`src/rtl/display_pkg.sv`:
```
// Shared definitions for the seven-segment display path: scan-state encoding
// and the digit-index width helper.
package display_pkg;

    typedef logic [1:0] scan_state_t;

    localparam scan_state_t SCAN_IDLE   = 2'd0;
    localparam scan_state_t SCAN_ACTIVE = 2'd1;
    localparam scan_state_t SCAN_GUARD  = 2'd2;

    function automatic int idx_width(input int n);
        return (n > 1) ? $clog2(n) : 1;
    endfunction

endpackage

```
`src/rtl/digit_scan_next.sv`:
```
// Circular priority finder: first unmasked digit after cur_idx, wrapping round
// so that cur_idx itself is the last candidate considered.
module digit_scan_next
    import display_pkg::*;
#(
    parameter int NUM_DIGITS = 4,
    parameter int IDX_W      = idx_width(NUM_DIGITS)
) (
    input  logic [IDX_W-1:0]      cur_idx,
    input  logic [NUM_DIGITS-1:0] mask,
    output logic [IDX_W-1:0]      next_idx,
    output logic                  none_valid
);

    logic [IDX_W-1:0] cand;

    // Walk from the farthest candidate to the nearest so the nearest wins.
    always_comb begin
        next_idx   = '0;
        none_valid = 1'b1;
        cand       = '0;
        for (int k = NUM_DIGITS; k >= 1; k--) begin
            cand = IDX_W'((int'(cur_idx) + k) % NUM_DIGITS);
            if (!mask[cand]) begin
                next_idx   = cand;
                none_valid = 1'b0;
            end
        end
    end

endmodule

```
`src/rtl/digit_scanner.sv`:
```
// Time-multiplexed N-digit anode scanner with programmable dwell, guard gaps,
// per-digit skip mask, selectable polarity and a frame-start strobe.
//
//   state       | meaning
//   ------------+------------------------------------------------------
//   SCAN_IDLE   | scan stopped, all digits off
//   SCAN_ACTIVE | digit idx driven for DWELL cycles
//   SCAN_GUARD  | all digits off between digits, or waiting for an unmasked one
module digit_scanner
    import display_pkg::*;
#(
    parameter int NUM_DIGITS = 4,
    parameter int DWELL      = 50000,
    parameter int GUARD      = 500,
    parameter bit ACTIVE_LOW = 1'b0,
    localparam int IDX_W     = idx_width(NUM_DIGITS)
) (
    input  logic                  clk,
    input  logic                  reset_n,
    input  logic                  enable,
    input  logic [NUM_DIGITS-1:0] skip_mask,
    output logic [NUM_DIGITS-1:0] digit_sel,
    output logic [IDX_W-1:0]      digit_idx,
    output logic                  frame_start
);

    localparam int MAX_CNT = (DWELL > GUARD) ? DWELL : GUARD;
    localparam int CNT_W   = (MAX_CNT > 0) ? $clog2(MAX_CNT + 1) : 1;

    localparam logic [CNT_W-1:0] DWELL_LOAD = CNT_W'((DWELL > 0) ? DWELL - 1 : 0);
    localparam logic [CNT_W-1:0] GUARD_LOAD = CNT_W'((GUARD > 0) ? GUARD - 1 : 0);
    localparam logic [CNT_W-1:0] RETRY_LOAD = CNT_W'(((GUARD > 1) ? GUARD : 1) - 1);
    localparam logic [IDX_W-1:0] LAST_IDX   = IDX_W'(NUM_DIGITS - 1);

    if (NUM_DIGITS < 1 || DWELL < 1 || GUARD < 0) begin : g_bad_params
        $error("digit_scanner: NUM_DIGITS and DWELL must be >= 1, GUARD >= 0");
    end

    scan_state_t       state;
    logic [IDX_W-1:0]  idx;
    logic [CNT_W-1:0]  cnt;
    logic              fresh;
    logic              fs_q;

    logic [IDX_W-1:0]  search_from;
    logic [IDX_W-1:0]  next_idx;
    logic              none_valid;
    logic              in_active;
    logic              in_guard;
    logic              expired;
    logic              advance;

    assign in_active = (state == SCAN_ACTIVE);
    assign in_guard  = (state == SCAN_GUARD);
    assign expired   = (cnt == '0);

    // From IDLE the search must start at digit 0, so pretend the last digit was driven.
    assign search_from = (in_active || in_guard) ? idx : LAST_IDX;

    digit_scan_next #(
        .NUM_DIGITS (NUM_DIGITS),
        .IDX_W      (IDX_W)
    ) u_next (
        .cur_idx    (search_from),
        .mask       (skip_mask),
        .next_idx   (next_idx),
        .none_valid (none_valid)
    );

    assign advance = !(in_active || in_guard)
                   || (expired && (in_guard || GUARD == 0));

    always_ff @(posedge clk or negedge reset_n) begin
        if (!reset_n) begin
            state <= SCAN_IDLE;
            idx   <= '0;
            cnt   <= '0;
            fresh <= 1'b1;
            fs_q  <= 1'b0;
        end else begin
            fs_q <= 1'b0;
            if (!enable) begin
                state <= SCAN_IDLE;
                idx   <= '0;
                cnt   <= '0;
                fresh <= 1'b1;
            end else if (advance) begin
                if (none_valid) begin
                    state <= SCAN_GUARD;
                    cnt   <= RETRY_LOAD;
                end else begin
                    state <= SCAN_ACTIVE;
                    idx   <= next_idx;
                    cnt   <= DWELL_LOAD;
                    fresh <= 1'b0;
                    fs_q  <= fresh | (next_idx <= idx);
                end
            end else if (in_active && expired) begin
                state <= SCAN_GUARD;
                cnt   <= GUARD_LOAD;
            end else begin
                cnt <= cnt - CNT_W'(1);
            end
        end
    end

    logic [NUM_DIGITS-1:0] sel_raw;

    always_comb begin
        sel_raw = '0;
        if (in_active) begin
            sel_raw[idx] = 1'b1;
        end
    end

    assign digit_sel   = ACTIVE_LOW ? ~sel_raw : sel_raw;
    assign digit_idx   = in_active ? idx : '0;
    assign frame_start = fs_q;

endmodule

```
`config.mk`:
```
export PLATFORM = sky130hd
export DESIGN_NAME = digit_scanner
export DESIGN_NICKNAME = d
export VERILOG_FILES = /design/src/rtl/display_pkg.sv /design/src/rtl/digit_scan_next.sv /design/src/rtl/digit_scanner.sv
export SDC_FILE = /design/constraint.sdc
export NUM_CORES = 1
export LEC_CHECK = 0
export ABC_AREA = 1
export CAP_MARGIN = 15
export CORE_MARGIN = 1
export CORE_UTILIZATION = 50
export CTS_BUF_LIST = sky130_fd_sc_hd__clkbuf_4
export DETAILED_ROUTE_END_ITERATION = 10
export GPL_ROUTABILITY_DRIVEN = 0
export PLACE_DENSITY_LB_ADDON = 0.25
export SLEW_MARGIN = 20
export SYNTH_ARGS = -nofsm -noshare
export SYNTH_HDL_FRONTEND = slang
export SYNTH_SLANG_ARGS = --single-unit
```
`constraint.sdc`:
```
create_clock -name clk -period 4.04 [get_ports clk]
set_input_delay 0.808 -clock clk [delete_from_list [all_inputs] [get_ports clk]]
set_output_delay 0.808 -clock clk [all_outputs]
set_load 0.1 [all_outputs]
```
==> impl_metrics.py <==
metrics = {
    "yosys": {
        "synth_flop_cell": "dfrtp_1",
        "async_reset_ff_share_pct": 100.0,
        "synth_cell_types": 30,
        "yosysMostFrequentCell": "nand2_1",
        "synth_edf_count": 0,
        "synth_common_cells": "44 x nand2_1, 33 x inv_1, 32 x nor2_1, 21 x dfrtp_1, 16 x nand3_1",
        "synth_area_leader_cell": "dfrtp_1",
        "synth_seq_cells": 22,
        "syn_area_per_cell_um2": 7.419,
        "syn_inst": 228,
        "synth_top_area_share_pct": 31.07,
        "synth_nets": 240,
        "synth_area_leaders": "dfrtp_1 31%, nand2_1 9.8%, inv_1 7.3%",
        "synth_area_um2": 1692,
        "ys_seq_area_share_pct": 32.62,
        "yosys_warnings": 0,
    },
    "die": {
        "die_h_um": 60.17,
        "ioPinCount": 14,
        "initial_core_util_pct": 54.08,
        "fp-row-count": 20,
        "coreArea_um2": 3128,
        "die_area_um2": 3620,
        "die_width_um": 60.17,
    },
    "timing": {
        "worstMarginPinSlew_ns": 0.9807,
        "setup_tns_ns": 0,
        "worst_hold_slack_ns": 0.4805,
        "slew-limit-headroom_pct": 34.41,
        "hold_viol": 0,
        "rsz0062_at_grt": "no",
        "max_freq_ghz": 0.3205,
        "fin_skew_ns": 0.01162,
        "period_share_pct": 77.22,
        "setup_violations": 0,
        "finalCriticalPeriod_ns": 3.120,
        "slew_viol_final": 0,
    },
    "grt": {
        "grt_pass1_wl_um": 5457,
        "grt_max_degree": 23,
        "grt_pass1_vias": 1313,
        "grt-ovfl-total": 0,
        "grt_use_met1_pct": 23.14,
        "grt_use_total_pct": 19.68,
        "antenna_found_initial": 0,
        "use_met3_pct": 2.814,
        "use_met2_pct": 35.95,
        "grt.busiest_layer": "met2",
    },
    "final_layout": {
        "insertedDiodeCount": 0,
        "nNetsFinal": 255,
        "syn2layout_area_growth_pct": 10.65,
        "drive_above_1_share_pct": 22.31,
    },
    "clocking": {
        "clock_tree.buffer_depth": 2,
        "h-tree-depth": 1,
        "cts-root-buf": "clkbuf_4",
        "cts_setup_buffers": 0,
        "cts_tree": "done",
        "clk_latency_ns": 0.31,
        "cts_resized": 0,
        "cts_made_buffers": 3,
        "path_clk_slew_ns": 0.13,
        "cts_sinks": 22,
        "holdBufCountCts": 0,
    },
    "power": {
        "p_switching_mw": 0.7631,
        "p_int_mw": 0.6745,
        "swShare_pct": 53.08,
        "p_per_area_nw_per_um2": 768.1,
        "p_leak_nw": 0.9881,
        "power.share.sequential_pct": 24.8,
        "combPwrFrac_pct": 68.1,
        "clockPowerShare_pct": 7.1,
        "ir_drop_mv": 0.3489,
    },
    "setup_path": {
        "crit_type": "flop to output port",
        "startpoint_type": "flop",
        "critPathBufInv": 2,
        "rrSetupSlack_ns": 1.73,
        "cp_slowest_cell": "clkdlybuf4s50_1",
        "worst_setup_path_end_kind": "output port",
        "crit_path_max_fanout": 4,
        "cpLargestDelayFamily": "buffers and inverters",
        "arrival_ns": 2.31,
        "critPathRequiredTime_ns": 3.23,
        "cp_cell_sequence": "inv_1, ha_1, nand2_1, nor2_1, clkdlybuf4s50_1",
        "slowest_delay_ns": 1.13,
    },
    "route": {
        "vias_per_cell": 4.748,
        "wl_per_cell_um": 10.75,
        "drc": 0,
        "firstDrtPassIters": 4,
        "vias": 1358,
        "drt-total-wl_um": 3075,
        "postRouteAntennaNets": 0,
        "drt_first_iter_violations": 52,
    },
    "flow_run": {
        "drv_cap": 0,
    },
    "placed_design": {
        "portBuffers": 13,
        "place_hpwl_um": 2470,
    },
    "min_path": {
        "worstHoldPathType": "flop to flop",
    },
    "run_status": {
        "status": "complete, no violations",
    },
}
worst paths after layout:
check / start / endpoint / cells past startpoint
max: state[1] / digit_sel[2] / 5
min: fresh / fresh / 2
max reg2reg: state[0] / frame_start / 15
min reg2reg: fresh / fresh / 2
max in group asynchronous: reset_n / cnt[0] / 1
min in group asynchronous: reset_n / cnt[12] / 1
state kept, by name, indices dropped and copies added, names as in the netlist:
signal / flops
cnt: 16
idx: 2
state: 2
frame_start: 1
fresh: 1
logic make-up after synthesis:
logic type                 Yosys count  share of synthesized area (%)
xor gates and xnor gates            10                          5.178
buffers and inverters               41                          9.837
DFF                                 22                          32.62
and+or+nand+nor                    133                          40.38
adders and majority gates            5                          3.698
AOI/OAI and AO/OA                   17                          8.284
power by group through the flow:
stage	registers [mW]	logic (mW)	clock network, mW
final	0.356	0.979	0.102
after global routing	0.366	1.10	0.113
after CTS	0.356	0.990	0.106
after detailed placement	0.360	0.984	0
after global placement	0.358	0.974	0
after floorplan	0.370	0.827	0
metrics by stage:
| step | area [um2] | util [%] | worst slack (ns) | total power, mW | std cells |
|---|---|---|---|---|---|
| after floorplan | 1692 | - | 1.235 | 1.197 | 228 |
| after global placement | 1846 | 59.00 | 1.293 | 1.332 | 282 |
| after detailed placement | 1846 | 59.00 | 1.273 | 1.344 | 282 |
| after CTS | 1872 | 59.84 | 0.9090 | 1.452 | 286 |
| after global routing | 1872 | 59.84 | 0.8079 | 1.581 | 286 |
| final | 1872 | 59.84 | 0.9202 | 1.438 | 286 |
layer usage:
metal | vias to the layer above | part of all wire (%) | routed length (um)
met2 | 21 | 52 | 1592
met3 | 2 | 2.2 | 68
met1 | 611 | 45 | 1391
li1 | 724 | - | -
met5 | - | 0 | 0
met4 | 0 | 0.68 | 21
placed cells by master, fill, tap and decap left out, types with 3 or more instances in the layout:
cell type / instances
buf_4: 3
clkbuf_4: 3
clkdlybuf4s50_1: 10
dfrtp_1: 21
ha_1: 5
inv_1: 33
inv_2: 5
nand2_1: 44
nand2_2: 12
nand2_4: 5
nand3_1: 16
nand3b_1: 3
nor2_1: 32
nor2_2: 12
nor2_4: 4
o21ai_0: 4
o21ai_1: 3
xnor2_1: 7
xor2_1: 3
tightest hold or removal path, stage by stage (launching register included):
cell     delay (ns)
dfstp_2        0.39
nand2_1        0.06
nand2_1        0.04
final cells by class:
| class | count | area [um2] |
|---|---|---|
| Clock buffer | 3 | 22.52 |
| Clock inverter | 1 | 3.754 |
| Fill cell | 299 | 1256 |
| Inverter | 38 | 142.6 |
| Multi-Input combinational cell | 165 | 973.4 |
| Sequential cell | 22 | 551.8 |
| Tap cell | 44 | 55.05 |
| Timing Repair Buffer | 13 | 122.6 |
(Power assumes the default switching activity.)
